--- config.mk ---
export PLATFORM = sky130hd
export DESIGN_NAME = ripple_successor_counter
export DESIGN_NICKNAME = d
export VERILOG_FILES = /design/src/rtl/ripple_successor_counter.sv
export SDC_FILE = /design/constraint.sdc
export NUM_CORES = 1
export LEC_CHECK = 0
export BUFFER_PORTS_ARGS = -buffer_cell sky130_fd_sc_hd__buf_2
export CAP_MARGIN = 20
export CORE_MARGIN = 5
export CORE_UTILIZATION = 59
export CTS_BUF_LIST = sky130_fd_sc_hd__clkbuf_16
export CTS_CLUSTER_SIZE = 30
export DETAILED_ROUTE_END_ITERATION = 6
export PLACE_DENSITY = 0.93
export SETUP_SLACK_MARGIN = 0.5
export SYNTH_ARGS = -nofsm -noshare
export SYNTH_HDL_FRONTEND = slang
export SYNTH_SLANG_ARGS = --single-unit
export TNS_END_PERCENT = 30
--- constraint.sdc ---
create_clock -name clk -period 5.1 [get_ports clk]
set_input_delay 0 -clock clk [delete_from_list [all_inputs] [get_ports clk]]
set_output_delay 0 -clock clk [all_outputs]
set_load 0.02 [all_outputs]
--- src/rtl/ripple_successor_counter.sv ---
// Parametrised up/down event counter with prescaler, load/clear, wrap or saturate, and a registered terminal-count pulse.
// Optional sticky overflow flag (ovf/ovf_clr) is built when RIPPLE_SUCCESSOR_COUNTER_OVF_EN is defined.
module ripple_successor_counter #(
  parameter int unsigned WIDTH    = 4,
  parameter int unsigned MAX      = 9,
  parameter int unsigned PRESCALE = 1,
  parameter bit          SATURATE = 1'b0
) (
  input  logic             clk,
  input  logic             rst_n,
  input  logic             en,
  input  logic             clr,
  input  logic             load,
  input  logic [WIDTH-1:0] load_val,
  input  logic             up_dn,
  output logic [WIDTH-1:0] q,
  output logic             tc,
  output logic             at_bound
`ifdef RIPPLE_SUCCESSOR_COUNTER_OVF_EN
  ,
  input  logic             ovf_clr,
  output logic             ovf
`endif
);

  localparam logic [WIDTH-1:0] MAX_Q    = WIDTH'(MAX);
  localparam logic [7:0]       PSC_LAST = 8'(PRESCALE - 1);

  logic [7:0] psc;
  logic       psc_done;
  logic       step;

  // Next count for one step; the boundary case either wraps or holds.
  function automatic logic [WIDTH-1:0] step_count(input logic [WIDTH-1:0] cur,
                                                  input logic             up);
    if (up) begin
      if (cur != MAX_Q) return cur + WIDTH'(1);
      return SATURATE ? MAX_Q : '0;
    end
    if (cur != '0) return cur - WIDTH'(1);
    return SATURATE ? '0 : MAX_Q;
  endfunction

  // Clamping here keeps q inside 0..MAX, so no other path needs a range check.
  function automatic logic [WIDTH-1:0] clamp_load(input logic [WIDTH-1:0] v);
    return (v > MAX_Q) ? MAX_Q : v;
  endfunction

  assign at_bound = up_dn ? (q == MAX_Q) : (q == '0);
  assign psc_done = (psc == PSC_LAST);
  assign step     = !clr && !load && en && psc_done;

  always_ff @(posedge clk or negedge rst_n) begin
    if (!rst_n) begin
      q   <= '0;
      psc <= '0;
      tc  <= 1'b0;
    end else if (clr) begin
      q   <= '0;
      psc <= '0;
      tc  <= 1'b0;
    end else if (load) begin
      q   <= clamp_load(load_val);
      psc <= '0;
      tc  <= 1'b0;
    end else if (en) begin
      if (psc_done) begin
        psc <= '0;
        q   <= step_count(q, up_dn);
        tc  <= at_bound;
      end else begin
        psc <= psc + 8'd1;
        tc  <= 1'b0;
      end
    end else begin
      tc <= 1'b0;
    end
  end

`ifdef RIPPLE_SUCCESSOR_COUNTER_OVF_EN
  // A boundary step in the same cycle as ovf_clr keeps the flag set.
  always_ff @(posedge clk or negedge rst_n) begin
    if (!rst_n)                 ovf <= 1'b0;
    else if (clr)               ovf <= 1'b0;
    else if (step && at_bound)  ovf <= 1'b1;
    else if (ovf_clr)           ovf <= 1'b0;
  end
`endif

endmodule

# [After elaboration in Yosys (flattened, before gate mapping)]
# Cells that the tools add are included.
[classes] div=0 magnitude_cmp=1 n_mux=37 eq_ne=2 multipliers=0 n_bitwise=0 shifts=0 n_reduce_logical=6 add_sub_neg=3
[ops] cell="$mux 4" n=11
[ops] cell="$mux 8" n=4
[ops] cell="$mux 1" n=22
[ops] cell="$add 8x1->8 const B" n=1
[ops] cell="$logic_not 8->1" n=1
[ops] cell="$reduce_bool 3->1" n=2
[ops] cell="$add 4x1->4 const B" n=1
[ops] cell="$eq 4x4->1 const B" n=1
[ops] cell="$gt 4x4->1 const B" n=1
[ops] cell="$logic_not 4->1" n=1
[ops] cell="$ne 4x4->1 const B" n=1
[ops] cell="$reduce_bool 4->1" n=1
[ops] cell="$sub 4x1->4 const B" n=1
[ops] cell="$reduce_and 2->1" n=1
[word_totals] input_bits=10 elab_cells=52 out_inout_bits=6 latch_bits=0 ff_bits=13 ramBits=0 romBits=0 mem_count=0

# [Depth between registers and ports, before layout]
[depth] depth_word=16 mapped_depth=6 ltp_nobuf=6

# [Least setup slack after synthesis]
# No wires, ideal clock.
[synth_timing] kind="register to register" from="reg q[0]" to="reg q[1]" path_buffers=0 setup_ps=121 setup_slack_ps=3168 synth_period_minus_slack_ps=1932 required_time_ps=4979 stages_incl_launch_ff=7 arrival_time_ps=1811 cell_sequence="dfrtp_1 -> inv_1 -> ha_1 -> or3b_1 -> a21oi_2 -> o41ai_1 -> a22o_1"
[synth_via] elab_chain_cells=16 elab_cells_between_ends=26 cone_classes="add/sub: 2; eq/ne: 1; mux: 22; reduce/logical: 1"
[synth_rtl] element="start, declared" line="16" text="output logic [WIDTH-1:0] q,"
[synth_rtl] element="start signal, assigned" line="63" text="q <= clamp_load(load_val);"
[synth_rtl] element="start signal, assigned" line="69" text="q <= step_count(q, up_dn);"
[synth_rtl] element="$ne 4x4->1" line="37" text="if (cur != MAX_Q) return cur + WIDTH'(1);"
[synth_rtl] element="$mux 1" line="37"
[synth_rtl] element="$mux 1" line="36" text="if (up) begin"
[synth_rtl] element="$mux 1" line="67" text="if (psc_done) begin"
[synth_rtl] element="$mux 1" line="66" text="end else if (en) begin"
[synth_rtl] element="$mux 1" line="62" text="end else if (load) begin"
[synth_rtl] element="$mux 1" line="58" text="end else if (clr) begin"
[synth_rtl] element="$mux 4" line="38" text="return SATURATE ? MAX_Q : '0;"
[synth_rtl] element="$mux 4" line="36"
[synth_rtl] element="$mux 4" line="40" text="if (cur != '0) return cur - WIDTH'(1);"
[synth_rtl] element="$mux 4" line="41" text="return SATURATE ? '0 : MAX_Q;"
[synth_rtl] element="$mux 4 (*)" line="40"
[synth_rtl] element="$mux 4 (*)" line="67"
[synth_rtl] element="$mux 4 (*)" line="66"
[synth_rtl] element="$mux 4 (*)" line="62"
[synth_rtl] element="$mux 4 (*)" line="58"
# Every way passes the cells marked *; elsewhere a longest branch is shown, timed or not. The select of a mux whose other input is x is not followed.
# A chain may end at the register's enable or synchronous reset.

# [Worst setup path after layout]
[layout_timing] from="reg q[0]" to="out at_bound"
[layout_via] elab_chain_cells=2 elab_cells_between_ends=3 cone_classes="eq/ne: 1; mux: 1; reduce/logical: 1"
[layout_rtl] element="$eq 4x4->1 / $logic_not 4->1 (equally long branches)" line="49" text="assign at_bound = up_dn ? (q == MAX_Q) : (q == '0);"
[layout_rtl] element="$mux 1 (*)" line="49"
[layout_rtl] element="end, declared" line="18" text="output logic at_bound"
# Every way passes the cells marked *; elsewhere a longest branch is shown, timed or not.

==> summary.md <==
| Metric | Value |
|---|---|
| Hold path depth | 2 |
| Crit path launch type | register |
| Critical path type | reg2out |
| Gr usage total | 19.60% |
| Max Fanout on Critical Path | 10 |
| Syn_nets | 126 |
| Cell row count | 14 |
| Max-slew headroom | 64.51% |
| Worst EP arrival | 1.92 ns |
| Number of synthesized flops with an enable pin | 0 |
| Min-Delay Endpoint | q[3]$_DFFE_PN0P_ |
| Commonest non-fill, non-tap cell in the layout | buf_2 |
| Die Y | 50.49 um |
| Via density | 6.387 |
| Clk Latency, worst-skew pair | 0.24 ns |
| Avg Inst Size Synth | 8.793 um2 |
| Outcome | completed |
| Post-synthesis register bit count | 13 |
| Peak supply drop | 0.0001793 V |
| Sequential area share after synthesis | 33.64% |
| Synth warn | 0 |
| Slew @ Worst Pin | 0.5283 ns |
| Port buffer count | 15 |
| Core area | 1524 um2 |
| Critical R2R Capture | q[1]$_DFFE_PN0P_ |
| Starting Density | 63.46% |
| Die Footprint | 2549 um2 |
| RePlAce Congestion | 0.8533 |
| TritonCTS clock tree | yes |
| Drt drc | 0 |
| Max Transition Viols Final | 0 |
| Global-route wire length before repair | 3.822 mm |
| 1st-iter DRT viols | 62 |
| Buffers & Inverters on Critical Path | 2 |
| First-pass DRT Iterations | 4 |
| Distinct cells, synth | 32 |
| Final Critical Period | 1.920 ns |
| Total negative setup slack | 0 ns |
| Cts repair resizes | 0 |
| Fin Clk Skew | 0.0006599 ns |
| Mapped Area | 967.2 um2 |
| Worst reg2reg path depth | 6 |
| Initial antenna violation count | 0 |
| Final Hold Violating Endpoints | 0 |
| Clk sink count | 13 |
| Most frequent cells in the layout | buf_2 (15), nor2_1 (14), dfrtp_1 (13), nand2_1 (9), inv_1 (8) |
| Layout cell share with drive strength beyond 1 | 19.84% |
| ANT nets after route | 0 |
| Num CTS Buffers | 3 |
| Worst-path clk slew | 0.05 ns |
| ANT cells | 0 |
| H-tree Lvls | 1 |
| DP HPWL | 1.556 mm |
| Synthesis-to-finish area growth | 15.65% |
| Maximum clock frequency | 521.0 MHz |
| Die X | 50.49 um |
| Nets | 143 |
| Worst Hold Launch | clr |
| Crit end category | output port |
| Post-synth ARST share | 100.0% |
| # IOs | 16 |
| Root Buffer | clkbuf_16 |
| Number of global-route vias before repair | 829 |
| Fillers | 100 |
| Final Total Pwr | 0.0003213 W |
| Clk buf depth | 2 |
| Vias | 907 |
| Synth Flop Type | dfrtp_1 |
| Gate count after technology mapping | 110 |
| Unrepaired setup endpoints after global routing | no |
| Type of the tightest min-delay check | in2reg |
| Placed inst area | 1030 um2 |
| Cell family with most CP delay | flip-flops |
| Power Dens Cells | 287.2 nW/um2 |
| Worst path cell trace | inv_1 > ha_1 > or3b_1 > a21oi_2 > buf_2 |
| Final Instance Area | 1119 um2 |
| GRT Residual Overflow | 0 |
| Pleak | 0.5103 nW |
| Fin util | 73.40% |
| R2R Path Start | q[0]$_DFFE_PN0P_ |
| WP data required | 5.10 ns |
| Hold Slack | 0.02247 ns |
| Maximum number of pins on one net before global-route repair | 14 |
| Endpoints failing setup | 0 |
| Final period util | 37.64% |
| Drt total wl | 2.287 mm |
| WL/cell | 16.11 um |
| Slowest cell on the critical path | dfrtp_1 |
| Critical Path Max Stage Delay | 0.48 ns |
| Max Cap Violations | 0 |
| Flop-to-flop setup slack | 3.21 ns |
synth_stat cells (3+ instances only):
cell	number	area, um2
nor2_1	14	52.55
dfrtp_1	13	325.3
nand2_1	9	33.78
inv_1	7	26.28
a21oi_1	6	30.03
ha_1	6	75.07
nor3_1	6	30.03
nand3_1	5	25.02
xnor2_1	5	43.79
a31oi_1	4	25.02
nand2b_1	4	25.02
o21ai_0	3	15.01
worst max-delay path by stage:
stage | slack, ns | cells past startpoint | start | end
after floorplan | 3.17 | 6 | q[0]$_DFFE_PN0P_ | q[1]$_DFFE_PN0P_
after global placement | 3.40 | 6 | q[0]$_DFFE_PN0P_ | q[1]$_DFFE_PN0P_
after detailed placement | 3.25 | 6 | q[0]$_DFFE_PN0P_ | q[1]$_DFFE_PN0P_
after CTS | 3.20 | 5 | q[0]$_DFFE_PN0P_ | at_bound
after global routing | 3.11 | 5 | q[0]$_DFFE_PN0P_ | at_bound
final | 3.18 | 5 | q[0]$_DFFE_PN0P_ | at_bound
final cells by class:
type / count / area [um2] / area share [%]
flip-flops and latches: 13 / 325.3 / 29.08
clock inverters: 1 / 3.754 / 0.3356
multi-input cells: 86 / 583.1 / 52.13
well taps: 16 / 20.02 / 1.790
repair buffers: 16 / 85.08 / 7.606
inverters: 7 / 26.28 / 2.349
clock buffers: 3 / 75.07 / 6.711
state kept, by name, summed over array words and instances (netlist names):
signal and count:
q 4, tc 1, psc 8
power breakdown:
group | internal [W] | total (W) | switching [W]
logic | 0.0000240 | 0.0000585 | 0.0000345
clock network | 0.000104 | 0.000148 | 0.0000444
registers | 0.000107 | 0.000115 | 0.00000822
worst reg2reg max path, stage by stage, from the launching register on:
cell and delay (ns):
dfrtp_1 0.48, inv_1 0.15, ha_1 0.25, or3b_1 0.40
a21oi_2 0.20, o41ai_1 0.10, a22o_1 0.19
what timing repair did:
action	4_1_cts	5_1_grt
hold buffers	1	0
setup buffers	0	0
endpoints found under the hold margin	13	0
stage by stage:
step,cells,worst slack [ns]
final,142,3.180
after global routing,142,3.111
after CTS,142,3.198
after detailed placement,137,3.253
after global placement,137,3.402
after floorplan,110,3.168
routing by layer:
| layer | global-route usage [%] | part of all wire, % | vias to the layer above |
|---|---|---|---|
| li1 | - | - | 424 |
| met1 | 27.44 | 43 | 412 |
| met2 | 28.31 | 44 | 62 |
| met3 | 5.030 | 11 | 9 |
| met4 | 8.511 | 2.4 | 0 |
| met5 | 0 | 0 | - |
logic make-up (layout without fill, tap and decap cells):
kind of cell | count (synthesis) | count (layout) | share of synthesized area (%)
AOI/OAI and AO/OA | 24 | 24 | 16.95
xor gates and xnor gates | 5 | 5 | 4.528
adders and majority gates | 6 | 6 | 7.762
buffers and inverters | 11 | 27 | 6.081
DFF | 13 | 13 | 33.63
muxes | 1 | 1 | 1.035
and+or+nand+nor | 50 | 50 | 30.01
(Power assumes the default switching activity.)
